`src/rtl/palette_loader.sv`:
```
// palette_loader
// ---------------
// Streams a palette file from the host download channel into the video
// stage's writable palette RAM. Each R,G,B byte triple from the host is
// packed into one 24-bit entry. Entries are buffered in a small FIFO and
// drained through the load_color write port, at most one entry per cycle.
//
// Optional feature macro: PALETTE_VBLANK_GATE_EN
//   defined     : the FIFO drains only while the registered vblank is high.
//   not defined : the drain gate is always open and vblank_i is unused.
//
// Ports
//   clk                 in   system clock (shared with the video stage)
//   reset               in   synchronous, active-high reset
//   ioctl_download_i    in   high for the duration of a palette download
//   ioctl_wr_i          in   one-cycle byte strobe
//   ioctl_dout_i        in   download byte, order R,G,B per entry
//   ioctl_wait_o        out  backpressure to the host, high while FIFO full
//   vblank_i            in   vertical blanking from the video timing
//   load_color_o        out  one-cycle palette RAM write strobe
//   load_color_data_o   out  packed entry {R,G,B}, held until next write
//   load_color_index_o  out  palette index, held until next write
//   loaded_count_o      out  entries written since the last download start
//   done_o              out  all accepted entries have been written (level)
//   overflow_o          out  sticky: an entry was dropped on a full FIFO
//
// Host handshake: a byte is transferred in every cycle where ioctl_wr_i is
// high. ioctl_wait_o is a combinational "not ready" flag; the host must hold
// off strobing while it is high. A strobe that ignores it still counts toward
// the triple, but a completed entry that finds the FIFO full is dropped.

module palette_loader #(
    parameter int FIFO_DEPTH  = 4,
    parameter int NUM_ENTRIES = 64
) (
    input  logic        clk,
    input  logic        reset,
    input  logic        ioctl_download_i,
    input  logic        ioctl_wr_i,
    input  logic [7:0]  ioctl_dout_i,
    output logic        ioctl_wait_o,
    input  logic        vblank_i,
    output logic        load_color_o,
    output logic [23:0] load_color_data_o,
    output logic [5:0]  load_color_index_o,
    output logic [6:0]  loaded_count_o,
    output logic        done_o,
    output logic        overflow_o
);

    localparam int AW = $clog2(FIFO_DEPTH);
    localparam logic [AW:0]   DEPTH_C = (AW+1)'(FIFO_DEPTH);
    localparam logic [6:0]    NUM_C   = 7'(NUM_ENTRIES);

    typedef struct packed {
        logic [5:0]  index;
        logic [23:0] rgb;
    } entry_t;

    // Host side
    logic          dl_q;
    logic [1:0]    phase_q, phase_d;
    logic [6:0]    idx_q, idx_d;
    logic [7:0]    r_q, r_d;
    logic [7:0]    g_q, g_d;

    // FIFO
    entry_t        mem_q [FIFO_DEPTH];
    logic [AW-1:0] wr_ptr_q, wr_ptr_d;
    logic [AW-1:0] rd_ptr_q, rd_ptr_d;
    logic [AW:0]   count_q, count_d;

    // Output side
    logic          load_color_q;
    logic [23:0]   data_q;
    logic [5:0]    index_q;
    logic [6:0]    loaded_count_q;
    logic          done_q;
    logic          overflow_q;

    logic          start, fall, gate, push, pop, drop, done_set;
    entry_t        push_entry;

`ifdef PALETTE_VBLANK_GATE_EN
    logic vblank_q;
    always_ff @(posedge clk) begin
        if (reset) vblank_q <= 1'b0;
        else       vblank_q <= vblank_i;
    end
    assign gate = vblank_q;
`else
    logic unused_vblank;
    assign unused_vblank = vblank_i;
    assign gate = 1'b1;
`endif

    assign start = ioctl_download_i & ~dl_q;
    assign fall  = ~ioctl_download_i & dl_q;

    always_comb begin
        // A download start clears host and FIFO state in the same cycle, so
        // every "current" value below starts from the cleared view.
        phase_d    = start ? 2'd0 : phase_q;
        idx_d      = start ? 7'd0 : idx_q;
        wr_ptr_d   = start ? '0 : wr_ptr_q;
        rd_ptr_d   = start ? '0 : rd_ptr_q;
        count_d    = start ? '0 : count_q;
        r_d        = r_q;
        g_d        = g_q;
        push       = 1'b0;
        drop       = 1'b0;
        push_entry = '{index: idx_q[5:0], rgb: {r_q, g_q, ioctl_dout_i}};

        pop = ~start & (count_q != '0) & gate;

        // A half-assembled triple is abandoned when the download ends.
        if (fall) phase_d = 2'd0;

        if (ioctl_wr_i && ioctl_download_i && (idx_d < NUM_C)) begin
            case (phase_d)
                2'd0: begin
                    r_d     = ioctl_dout_i;
                    phase_d = 2'd1;
                end
                2'd1: begin
                    g_d     = ioctl_dout_i;
                    phase_d = 2'd2;
                end
                default: begin
                    phase_d = 2'd0;
                    idx_d   = idx_d + 7'd1;
                    // A same-cycle pop frees the slot, so a full FIFO still accepts.
                    if ((count_d != DEPTH_C) || pop) push = 1'b1;
                    else                             drop = 1'b1;
                end
            endcase
        end

        if (push) wr_ptr_d = wr_ptr_d + AW'(1);
        if (pop)  rd_ptr_d = rd_ptr_d + AW'(1);
        if (push && !pop)      count_d = count_d + (AW+1)'(1);
        else if (pop && !push) count_d = count_d - (AW+1)'(1);
    end

    // A pop implies a non-empty FIFO, so an empty FIFO also means no write
    // is about to be issued; loaded_count already includes the last pulse.
    assign done_set = ~ioctl_download_i & (count_q == '0) & (loaded_count_q != 7'd0);

    always_ff @(posedge clk) begin
        if (reset) begin
            dl_q           <= 1'b0;
            phase_q        <= 2'd0;
            idx_q          <= 7'd0;
            r_q            <= 8'd0;
            g_q            <= 8'd0;
            wr_ptr_q       <= '0;
            rd_ptr_q       <= '0;
            count_q        <= '0;
            load_color_q   <= 1'b0;
            data_q         <= 24'd0;
            index_q        <= 6'd0;
            loaded_count_q <= 7'd0;
            done_q         <= 1'b0;
            overflow_q     <= 1'b0;
        end else begin
            dl_q         <= ioctl_download_i;
            phase_q      <= phase_d;
            idx_q        <= idx_d;
            r_q          <= r_d;
            g_q          <= g_d;
            wr_ptr_q     <= wr_ptr_d;
            rd_ptr_q     <= rd_ptr_d;
            count_q      <= count_d;
            load_color_q <= pop;
            if (pop) begin
                data_q  <= mem_q[rd_ptr_q].rgb;
                index_q <= mem_q[rd_ptr_q].index;
            end
            if (start)    loaded_count_q <= 7'd0;
            else if (pop) loaded_count_q <= loaded_count_q + 7'd1;
            if (start)         done_q <= 1'b0;
            else if (done_set) done_q <= 1'b1;
            if (start)     overflow_q <= 1'b0;
            else if (drop) overflow_q <= 1'b1;
        end
    end

    // Storage needs no reset: occupancy and pointers decide what is valid.
    always_ff @(posedge clk) begin
        if (push) mem_q[wr_ptr_q] <= push_entry;
    end

    assign ioctl_wait_o       = (count_q == DEPTH_C);
    assign load_color_o       = load_color_q;
    assign load_color_data_o  = data_q;
    assign load_color_index_o = index_q;
    assign loaded_count_o     = loaded_count_q;
    assign done_o             = done_q;
    assign overflow_o         = overflow_q;

endmodule
```
`config.mk`:
```
export PLATFORM = sky130hd
export DESIGN_NAME = palette_loader
export DESIGN_NICKNAME = d
export VERILOG_FILES = /design/src/rtl/palette_loader.sv
export SDC_FILE = /design/constraint.sdc
export NUM_CORES = 1
export LEC_CHECK = 0
export ABC_AREA = 1
export CAP_MARGIN = 40
export CORE_MARGIN = 8
export CORE_UTILIZATION = 46
export CTS_CLUSTER_DIAMETER = 40
export DETAILED_ROUTE_END_ITERATION = 7
export HOLD_SLACK_MARGIN = 0.12
export PLACE_DENSITY = 0.71
export SETUP_SLACK_MARGIN = 0.05
export SLEW_MARGIN = 0
export SYNTH_ARGS = -nofsm -noshare
export SYNTH_HDL_FRONTEND = slang
export SYNTH_SLANG_ARGS = --single-unit
```
`constraint.sdc`:
```
create_clock -name clk -period 7.75 [get_ports clk]
set_input_delay 1.55 -clock clk [delete_from_list [all_inputs] [get_ports clk]]
set_output_delay 1.55 -clock clk [all_outputs]
set_load 0.05 [all_outputs]
```
==> impl_metrics.ini <==
[status]
status = completed

[cts]
cts_hold_buf = 0
clkTransAtPathRegs_ps = 70
clkLatencyLatePin_ps = 430
cts_tree = built
cts_resized = 0
htree_num_levels = 4
clockRootBuffer = clkbuf_16
clockBufferDepth = 2
clock-sinks = 193
cts-buffers-inserted = 17
post-cts-setup-buffer-count = 0

[synthesis]
synth-async-reset-ratio_pct = 0
muxShareOfSynthArea_pct = 0
syn-num-nets = 712
syn_inst = 693
ys_ff_latch = 193
synth_edf_count = 120
synth_adder_area_share_pct = 1.01
syn_area_per_cell_um2 = 10.7
synth_ff_type = edfxtp_1
yosys_warnings = 0
synth_compound_area_share_pct = 11.5
synth.top_cell.area_share_pct = 48.6
synthDistinctLibCells = 31
synth_top_family_by_area = simple AND/OR/NAND/NOR gates
synth-simple-area-share_pct = 14.7
synth_area_mm2 = 0.00741
yosysSeqAreaShare_pct = 68.3
synth_xor_area_share_pct = 0.591
synth_top_cell_by_area = edfxtp_1
synth_area_leaders = edfxtp_1 49%, dfxtp_1 20%, nor2_1 9.2%, o21ai_0 7.6%, a31oi_1 2.7%

[sta]
holdWs_ps = 484
rsz0062_at_grt = no
finalCritPeriodShare_pct = 57.3
slew_viol_final = 0
max_freq_mhz = 225
clock_skew_ps = 10.9
setup_violations = 0
max-slew-margin-rel_pct = 46.3
final_hold_viol_count = 0
tns_ps = 0
worstMarginPinSlew_ps = 804
fin_crit_ps = 4440

[worst_setup_path]
ff2ff_path_depth = 13
regToRegSetupSlack_ps = 4560
path_class = in -> reg
path_max_fanout = 18
worstPathArrival_ps = 4540
crit_path_end_kind = flip-flop
worstPathRequired_ps = 7850
r2r-end = mem_q[0][22]
reg2reg_from = dl_q
worstSetupStartpointType = input pin

[placed_design]
dp_hpwl_um = 9250
port_buffers = 52
dpl-instance-area_mm2 = 0.00818
gp_congestion = 0.810

[pwr]
p_per_area_mw_per_mm2 = 346
power.leakage_nw = 3.04
ir_drop_mv = 0.271

[global_route]
met2_usage_pct = 26.5
antenna_found_initial = 0
grt-busiest-layer = met2
overflow = 0
use_met1_pct = 20.0
grt_pass1_wl_um = 25300
grtUsageMet3_pct = 3.54
grt_usage_pct = 16.0
grt_start_max_net_pins = 63
grt_pass1_vias = 4968

[routing]
routedWlPerCell_um = 16.4
ant_nets = 0
drt-total-wl_um = 15800
firstDrtPassIters = 5
via_count = 5047
drtIter0Drc = 496
drc = 0
vias_per_cell = 5.21

[floorplanning]
io_pins = 54
initial_utilization_pct = 46.8
die_h_um = 143
core_area_mm2 = 0.0158
die_w_um = 143
rows = 46
dieArea_mm2 = 0.0204

[layout]
design_area_mm2 = 0.00870
nets = 758
diodes = 0
drive_above_1_share_pct = 7.85
finalCoreUtilization_pct = 55.0
area_growth_pct = 17.4

[worst_hold_path]
worstHoldPathCells = 2
hold_path_class = reg -> reg
hp-start = done_o
holdPathEnd = done_o

[flow_run]
maxCapViolations = 0
synthesized netlist by cell type, types with 2 or more instances:
library cell,n
a21oi_1,12
a31oi_1,32
buf_2,11
clkbuf_1,22
dfxtp_1,73
edfxtp_1,120
ha_1,6
inv_1,30
inv_2,5
nand2_1,43
nand2_2,6
nand3_1,13
nand3_2,2
nand4_1,2
nor2_1,182
nor2_2,3
nor3_1,3
o21ai_0,112
xor2_1,4
critical path, stage by stage:
cell	delay [ps]
clkdlybuf4s50_1	490
nand2_4	260
inv_1	130
nor2_1	210
inv_1	80
ha_1	200
ha_1	240
nand2_1	100
nand2_2	80
inv_2	70
nand2_1	100
nor2_2	630
buf_4	400
cells by family after synthesis:
logic type      after synthesis
compound gates              159
simple gates                260
buf+inv                      70
fa+ha+maj                     6
xor+xnor                      5
flops                       193
placed cells by master (no fill, tap or decap), types with 2 or more instances in the layout:
cell             count
nor2_1             178
edfxtp_1           120
o21ai_0            112
dfxtp_1             72
clkdlybuf4s50_1     52
nand2_1             43
a31oi_1             32
inv_1               28
clkbuf_16           17
nand3_1             13
a21oi_1             12
nor2_2               7
buf_4                7
inv_2                6
nand2_2              6
ha_1                 6
clkbuf_1             6
clkinv_1             5
xor2_1               4
nor3_1               3
clkinv_2             3
nand3_2              2
nand4_1              2
buf_16               2
flip-flops by register name, indices dropped and copies added, names as in the netlist, 2 cells and up:
register / flops
r_q: 8
count_q: 3
load_color_data_o: 24
g_q: 8
mem_q: 120
idx_q: 7
rd_ptr_q: 2
wr_ptr_q: 2
phase_q: 2
loaded_count_o: 7
load_color_index_o: 6
metal layers:
layer	vias to the layer above	part of all wire (%)	routed length, um
li1	2476	-	-
met1	2396	45	7070
met2	154	48	7550
met3	21	6.3	1010
met4	0	1.4	223
met5	-	0	0
stage by stage:
stage / cells / power [W] / setup WS (ps)
finish: 968 / 0.00301 / 3310
global placement: 933 / 0.00219 / 2960
floorplan: 693 / 0.00193 / 3440
global route: 968 / 0.00315 / 3160
CTS: 968 / 0.00302 / 3350
detailed placement: 936 / 0.00224 / 2910
area by class of cell:
class / count / area, um^2
Fill cell: 1304 / 7130
Sequential cell: 193 / 5070
Multi-Input combinational cell: 430 / 2070
Timing Repair Buffer: 62 / 648
Clock buffer: 23 / 448
Tap cell: 216 / 270
Inverter: 35 / 131
Clock inverter: 9 / 68.8
worst max path at each step:
| stage | startpoint | end | slack (ps) | depth (start not counted) |
|---|---|---|---|---|
| 3_5_place_dp | ioctl_download_i | mem_q[1][27] | 2910 | 13 |
| 5_1_grt | ioctl_download_i | mem_q[1][22] | 3160 | 13 |
| 4_1_cts | ioctl_download_i | mem_q[0][22] | 3350 | 13 |
| 3_3_place_gp | ioctl_download_i | mem_q[1][27] | 2960 | 13 |
| 6_report | ioctl_download_i | mem_q[0][22] | 3310 | 13 |
| 2_1_floorplan | ioctl_download_i | mem_q[1][0] | 3440 | 11 |
where the power goes:
part / switching, W / internal [W] / total [W]
clock: 0.000352 / 0.000437 / 0.000789
combinational: 0.000679 / 0.000295 / 0.000975
sequential: 0.0000550 / 0.00119 / 0.00124
total: 0.00109 / 0.00192 / 0.00301
Power figures use the tool's default switching activity.
